[config.mk]
export PLATFORM = sky130hd
export DESIGN_NAME = fetch_queue_flat
export DESIGN_NICKNAME = d
export VERILOG_FILES = /design/src/rtl/fetch_queue_pkg.sv /design/src/rtl/fetch_queue_if.sv /design/src/rtl/fetch_queue_fifo.sv /design/src/rtl/fetch_queue.sv /design/src/flat_wrapper.sv
export SDC_FILE = /design/constraint.sdc
export NUM_CORES = 1
export LEC_CHECK = 0
export BUFFER_PORTS_ARGS = -buffer_cell sky130_fd_sc_hd__clkbuf_2
export CELL_PAD_IN_SITES_DETAIL_PLACEMENT = 0
export CELL_PAD_IN_SITES_GLOBAL_PLACEMENT = 1
export CORE_MARGIN = 2
export CORE_UTILIZATION = 30
export DETAILED_ROUTE_END_ITERATION = 16
export PLACE_DENSITY = 0.64
export SLEW_MARGIN = 20
export SYNTH_ARGS = -nofsm -noshare
export SYNTH_HDL_FRONTEND = slang
export SYNTH_SLANG_ARGS = --single-unit
[constraint.sdc]
create_clock -name clock -period 2.85 [get_ports clock]
set_clock_uncertainty 0.1 [all_clocks]
set_input_delay 0.285 -clock clock [delete_from_list [all_inputs] [get_ports clock]]
set_output_delay 0.285 -clock clock [all_outputs]
set_load 0.05 [all_outputs]
[src/rtl/fetch_queue_pkg.sv]
// Shared fetch types: PC/instruction widths, branch opcodes, FIFO entry.
// FETCH_PREDECODE_EN adds a per-entry is_branch bit.
package upower_pkg;

  localparam int XLEN_PC = 32;
  localparam int INSTR_W = 32;

  localparam logic [5:0] OP_B  = 6'd18;
  localparam logic [5:0] OP_BC = 6'd19;

  typedef struct packed {
    logic [XLEN_PC-1:0] pc;
    logic [INSTR_W-1:0] instr;
`ifdef FETCH_PREDECODE_EN
    logic               is_branch;
`endif
  } fetch_entry_t;

  function automatic logic is_branch_op(
    input logic [INSTR_W-1:0] instr
  );
    return (instr[31:26] == OP_B) ||
           (instr[31:26] == OP_BC);
  endfunction

endpackage

[src/rtl/fetch_queue_if.sv]
// Fetch bus: imem request/response plus decoded-side show-ahead output.
// master = fetch_queue, slave = memory/consumer (FETCH_PREDECODE_EN adds out_is_branch).
interface fetch_queue_if;
  import upower_pkg::*;

  logic               imem_req;
  logic [XLEN_PC-1:0] imem_addr;
  logic [INSTR_W-1:0] imem_rdata;
  logic               out_valid;
  logic               out_ready;
  logic [XLEN_PC-1:0] out_pc;
  logic [INSTR_W-1:0] out_instr;
`ifdef FETCH_PREDECODE_EN
  logic               out_is_branch;
`endif

  modport master (
    output imem_req,
    output imem_addr,
    input  imem_rdata,
    output out_valid,
    input  out_ready,
    output out_pc,
`ifdef FETCH_PREDECODE_EN
    output out_is_branch,
`endif
    output out_instr
  );

  modport slave (
    input  imem_req,
    input  imem_addr,
    output imem_rdata,
    input  out_valid,
    output out_ready,
    input  out_pc,
`ifdef FETCH_PREDECODE_EN
    input  out_is_branch,
`endif
    input  out_instr
  );

endinterface

[src/rtl/fetch_queue_fifo.sv]
// Show-ahead FIFO of fetch entries with push/pop/flush and occupancy.
// Ports: clock, reset, flush, push, push_data, pop, head, count, full, empty.
module fetch_fifo
  import upower_pkg::*;
#(
  parameter int DEPTH = 4
) (
  input  logic                   clock,
  input  logic                   reset,
  input  logic                   flush,
  input  logic                   push,
  input  fetch_entry_t           push_data,
  input  logic                   pop,
  output fetch_entry_t           head,
  output logic [$clog2(DEPTH):0] count,
  output logic                   full,
  output logic                   empty
);

  localparam int PW = $clog2(DEPTH);
  localparam int CW = PW + 1;
  localparam logic [CW-1:0] FULL_CNT = CW'(DEPTH);

  fetch_entry_t  mem [DEPTH];
  logic [PW-1:0] wptr;
  logic [PW-1:0] rptr;
  logic          do_pop;

  assign do_pop = pop && !empty;
  assign empty  = (count == '0);
  assign full   = (count == FULL_CNT);
  assign head   = mem[rptr];

  always_ff @(posedge clock) begin
    if (push) mem[wptr] <= push_data;
  end

  always_ff @(posedge clock) begin
    if (reset || flush) begin
      wptr  <= '0;
      rptr  <= '0;
      count <= '0;
    end else begin
      if (push)   wptr <= wptr + 1'b1;
      if (do_pop) rptr <= rptr + 1'b1;
      unique case (1'b1)
        push && !do_pop: count <= count + 1'b1;
        do_pop && !push: count <= count - 1'b1;
        default:         count <= count;
      endcase
    end
  end

endmodule

[src/rtl/fetch_queue.sv]
// Fetch front-end: owns fetch_pc, issues imem reads, buffers results.
// Ports: clock, reset, redirect_valid/pc, bus (fetch_queue_if.master); macro FETCH_PREDECODE_EN.
module fetch_queue
  import upower_pkg::*;
#(
  parameter int                 DEPTH    = 4,
  parameter logic [XLEN_PC-1:0] RESET_PC = '0
) (
  input  logic               clock,
  input  logic               reset,
  input  logic               redirect_valid,
  input  logic [XLEN_PC-1:0] redirect_pc,
  fetch_queue_if.master      bus
);

  localparam int CW = $clog2(DEPTH) + 1;
  localparam logic [CW:0] LIMIT = (CW+1)'(DEPTH);

  logic [XLEN_PC-1:0] fetch_pc;
  logic [XLEN_PC-1:0] inflight_pc;
  logic               inflight;
  logic [CW-1:0]      count;
  logic [CW:0]        credit;
  logic               full;
  logic               empty;
  logic               push;
  logic               pop;
  logic               req;
  logic               vld;
  fetch_entry_t       wr;
  fetch_entry_t       head;

  // Credit counts in-flight reads so a response always has a slot,
  // even if nothing pops this cycle.
  assign credit = {1'b0, count} + {{CW{1'b0}}, inflight};
  assign req    = !reset && !redirect_valid &&
                  !full && (credit < LIMIT);
  assign push   = inflight && !redirect_valid && !reset;
  assign vld    = !empty && !reset && !redirect_valid;
  assign pop    = vld && bus.out_ready;

  assign bus.imem_req  = req;
  assign bus.imem_addr = fetch_pc;
  assign bus.out_valid = vld;

  always_comb begin
    wr       = '0;
    wr.pc    = inflight_pc;
    wr.instr = bus.imem_rdata;
`ifdef FETCH_PREDECODE_EN
    wr.is_branch = is_branch_op(bus.imem_rdata);
`endif
  end

  always_ff @(posedge clock) begin
    if (reset) begin
      fetch_pc    <= RESET_PC;
      inflight    <= 1'b0;
      inflight_pc <= '0;
    end else if (redirect_valid) begin
      fetch_pc    <= redirect_pc;
      inflight    <= 1'b0;
    end else begin
      inflight <= req;
      if (req) begin
        inflight_pc <= fetch_pc;
        fetch_pc    <= fetch_pc + 1'b1;
      end
    end
  end

  fetch_fifo #(.DEPTH(DEPTH)) u_fifo (
    .clock     (clock),
    .reset     (reset),
    .flush     (redirect_valid),
    .push      (push),
    .push_data (wr),
    .pop       (pop),
    .head      (head),
    .count     (count),
    .full      (full),
    .empty     (empty)
  );

  // Head fields read as zero when nothing is buffered.
  assign bus.out_pc    = (empty || reset) ? '0 : head.pc;
  assign bus.out_instr = (empty || reset) ? '0 : head.instr;
`ifdef FETCH_PREDECODE_EN
  assign bus.out_is_branch =
    (empty || reset) ? 1'b0 : head.is_branch;
`endif

endmodule

[src/flat_wrapper.sv]
// flat-port wrapper written by rule: the top's interface ports become plain ports
module fetch_queue_flat import upower_pkg::*;
#(
  parameter int                 DEPTH    = 4,
  parameter logic [XLEN_PC-1:0] RESET_PC = '0
)
  (clock, reset, redirect_valid, redirect_pc, bus_imem_req, bus_imem_addr, bus_imem_rdata, bus_out_valid, bus_out_ready, bus_out_pc, bus_out_instr);
  fetch_queue_if bus_i ();
  input  logic clock;
  input  logic reset;
  input  logic redirect_valid;
  input  logic [XLEN_PC-1:0] redirect_pc;
  output wire logic [$bits(bus_i.imem_req)-1:0] bus_imem_req;
  output wire logic [$bits(bus_i.imem_addr)-1:0] bus_imem_addr;
  input wire logic [$bits(bus_i.imem_rdata)-1:0] bus_imem_rdata;
  output wire logic [$bits(bus_i.out_valid)-1:0] bus_out_valid;
  input wire logic [$bits(bus_i.out_ready)-1:0] bus_out_ready;
  output wire logic [$bits(bus_i.out_pc)-1:0] bus_out_pc;
  output wire logic [$bits(bus_i.out_instr)-1:0] bus_out_instr;
  assign bus_imem_req = bus_i.imem_req;
  assign bus_imem_addr = bus_i.imem_addr;
  assign bus_i.imem_rdata = bus_imem_rdata;
  assign bus_out_valid = bus_i.out_valid;
  assign bus_i.out_ready = bus_out_ready;
  assign bus_out_pc = bus_i.out_pc;
  assign bus_out_instr = bus_i.out_instr;
  fetch_queue #(.DEPTH(DEPTH), .RESET_PC(RESET_PC)) u_core (.clock(clock), .reset(reset), .redirect_valid(redirect_valid), .redirect_pc(redirect_pc), .bus(bus_i));
endmodule
==> results_dict.tcl <==
set metrics [dict create \
    clock_sinks 330 \
    setup_viol 0 \
    die_w_um 214.0 \
    antenna_cells 0 \
    syn_nets 935 \
    core_um2 43270 \
    drt_wl_total_um 32930 \
    slew_viol_final 0 \
    yosysTopAreaCell "edfxtp_1" \
    yosys-top-cells-count "edfxtp_1 (256), nand2_1 (85), dfxtp_1 (74)" \
    yosysMostFrequentCell "edfxtp_1" \
    met2_wirelength_um 15760 \
    total_power_mw 10.74 \
    grt_overflow 0 \
    track_usage_pct 14.28 \
    gp_congestion 0.7981 \
    fin_hold_ws_ps 35.37 \
    yosys.area.top_type_share_pct 58.08 \
    outcome "finished, final reports clean" \
    irDropWorstVdd_uv 346.8 \
    via_count 8161 \
    port-buffer-count 165 \
    grt_max_degree 50 \
    rsz0062_at_grt "no" \
    drive_gt1_share_pct 28.82 \
    drc 0 \
    utilization_pct 39.35 \
    cts_tree "built" \
    dpl.hpwl_um 21390 \
    die_h_um 214.0 \
    min_period_ps 2708 \
    top_layer "met4" \
    cp-end-kind "output port" \
    crit_type "register to output port" \
    worst_hold_path_type "primary input to register" \
    io_pins 166 \
    syn-cell-area_um2 13240 \
    synth_top_cells_by_area "edfxtp_1 (58%), dfxtp_1 (11%), mux4_2 (11%)" \
    netlist_instances 860 \
    syn_to_final_growth_pct 28.64 \
    async_reset_ff_share_pct 0 \
    wl_met3_um 1817 \
    finalSetupTns_ps 0 \
    rows 76 \
    finalCritPeriodShare_pct 95.01 \
    grt_pass1_wl_um 50360 \
    hold_viol_final 0 \
    root_buffer "clkbuf_16" \
    vias_per_cell 4.756 \
    required_ps 2470 \
    cts_made_buffers 38 \
    detail-route-antenna-nets 0 \
    cap_violations 0 \
    leakagePower_nw 5.813 \
    path_clk_slew_ps 60 \
    final_nets 1176 \
    worst_pin_slew_ps 636.2 \
    crit_fanout 39 \
    wl_met1_um 14860 \
    ys_warn_count 0 \
    clockBufferDepth 3 \
    relSlewSlack_pct 57.20 \
    powerDensity_nw_per_um2 630.6 \
    synth-edff-count 256 \
    post_synth_num_cell_types 57 \
    synthFlopType "edfxtp_1" \
    synth-seq-cells 330 \
    drtIter0Drc 557 \
    insertion_delay_ps 530 \
    die_area_um2 45810 \
    startpoint_type "register" \
    dr.pass1.iters 4 \
    start_util_pct 30.59 \
    clock.fmax_mhz 369.3 \
    cts_setup_buffers 0 \
    htreeDepth 2 \
    post_synth.cell_area_avg_um2 15.39 \
    grt_pass1_vias 8257 \
    antenna_found_initial 1 \
    ys_seq_area_share_pct 69.28 \
    wl_per_cell_um 19.19 \
    critPathArrivalTime_ps 2320 \
]
-- power breakdown --
part	internal [mW]	switching, mW
sequential	5.23	0.0917
combinational	0.202	0.347
clock	2.96	1.90
total	8.39	2.34
-- repair_timing --
action	4_1_cts	5_1_grt
endpoints found under the hold margin	154	0
resized for setup	0	0
hold buffers	58	0
-- per-stage QoR --
stage,std cells,area [um^2],worst slack [ps]
6_report,1716,17030,142.1
3_5_place_dp,1588,15180,576.5
5_1_grt,1716,17030,5.888
2_1_floorplan,860,13240,340.3
3_3_place_gp,1588,15180,627.9
4_1_cts,1716,17030,82.45
-- cell usage in the layout, fill, tap and decap left out, drive strengths merged, types with 3 or more instances in the layout --
master / instances
a211oi: 9
a21boi: 3
a21o: 3
a21oi: 41
a221oi: 3
a311oi: 6
a31oi: 4
and2: 3
and3: 7
and4: 6
buf: 48
clkbuf: 206
clkinv: 8
dfxtp: 74
dlygate4sd3: 58
edfxtp: 256
ha: 6
inv: 11
mux4: 64
nand2: 85
nand3: 16
nand4: 20
nor2: 35
nor2b: 64
nor3: 10
nor4: 8
o211ai: 6
o21ai: 7
o31a: 3
o31ai: 4
or3: 7
or4: 7
xnor2: 8
xor2: 7
-- cells by family after synthesis --
family,after synthesis,share of synthesized area [%]
flip-flops,330,69.28
XOR/XNOR,15,0.9927
multiplexers,65,10.97
AO/OA/AOI/OAI,103,5.266
AND/OR/NAND/NOR,276,10.83
adder cells (fa/ha/maj),7,0.7185
buffers and inverters,64,1.947
-- registers in the layout (all words and copies together) (netlist names), named ones only --
| name | flops |
|---|---|
| u_core.bus.imem_addr | 32 |
| u_core.u_fifo.rptr | 2 |
| u_core.u_fifo.wptr | 2 |
| u_core.u_fifo.mem | 256 |
| u_core.u_fifo.count | 3 |
| u_core.inflight_pc | 32 |
| u_core.inflight | 1 |
-- final cells by class --
class,instances,area (um^2)
flip-flops and latches,330,9176
repair buffers,254,1982
inverters,11,41.29
clock inverters,12,120.1
clock buffers,58,1142
well taps,585,732.0
multi-input cells,466,3831
fillers,4052,26240
-- worst paths after layout --
check	startpoint	to	slack, ps	cells past startpoint
worst min-delay path	redirect_pc[22]	u_core.bus.imem_addr[22]	40	4
worst min register to register	u_core.inflight_pc[13]	u_core.inflight_pc[13]	400	2
worst max-delay path	u_core.u_fifo.count[0]	bus_out_pc[26]	140	5
worst max register to register	u_core.bus.imem_addr[3]	u_core.bus.imem_addr[15]	580	4
-- worst max-delay path: stages (launching register included) --
cell	delay (ps)
dfxtp_1	360
or3_1	460
nand2b_2	340
buf_12	270
nor2b_1	90
clkbuf_2	240
-- layer usage --
layer / GRT usage (%) / vias up
li1: - / 3819
met1: 19.28 / 4093
met2: 23.21 / 216
met3: 3.135 / 33
met4: 3.986 / 0
met5: 0 / -
(Power assumes the default switching activity.)
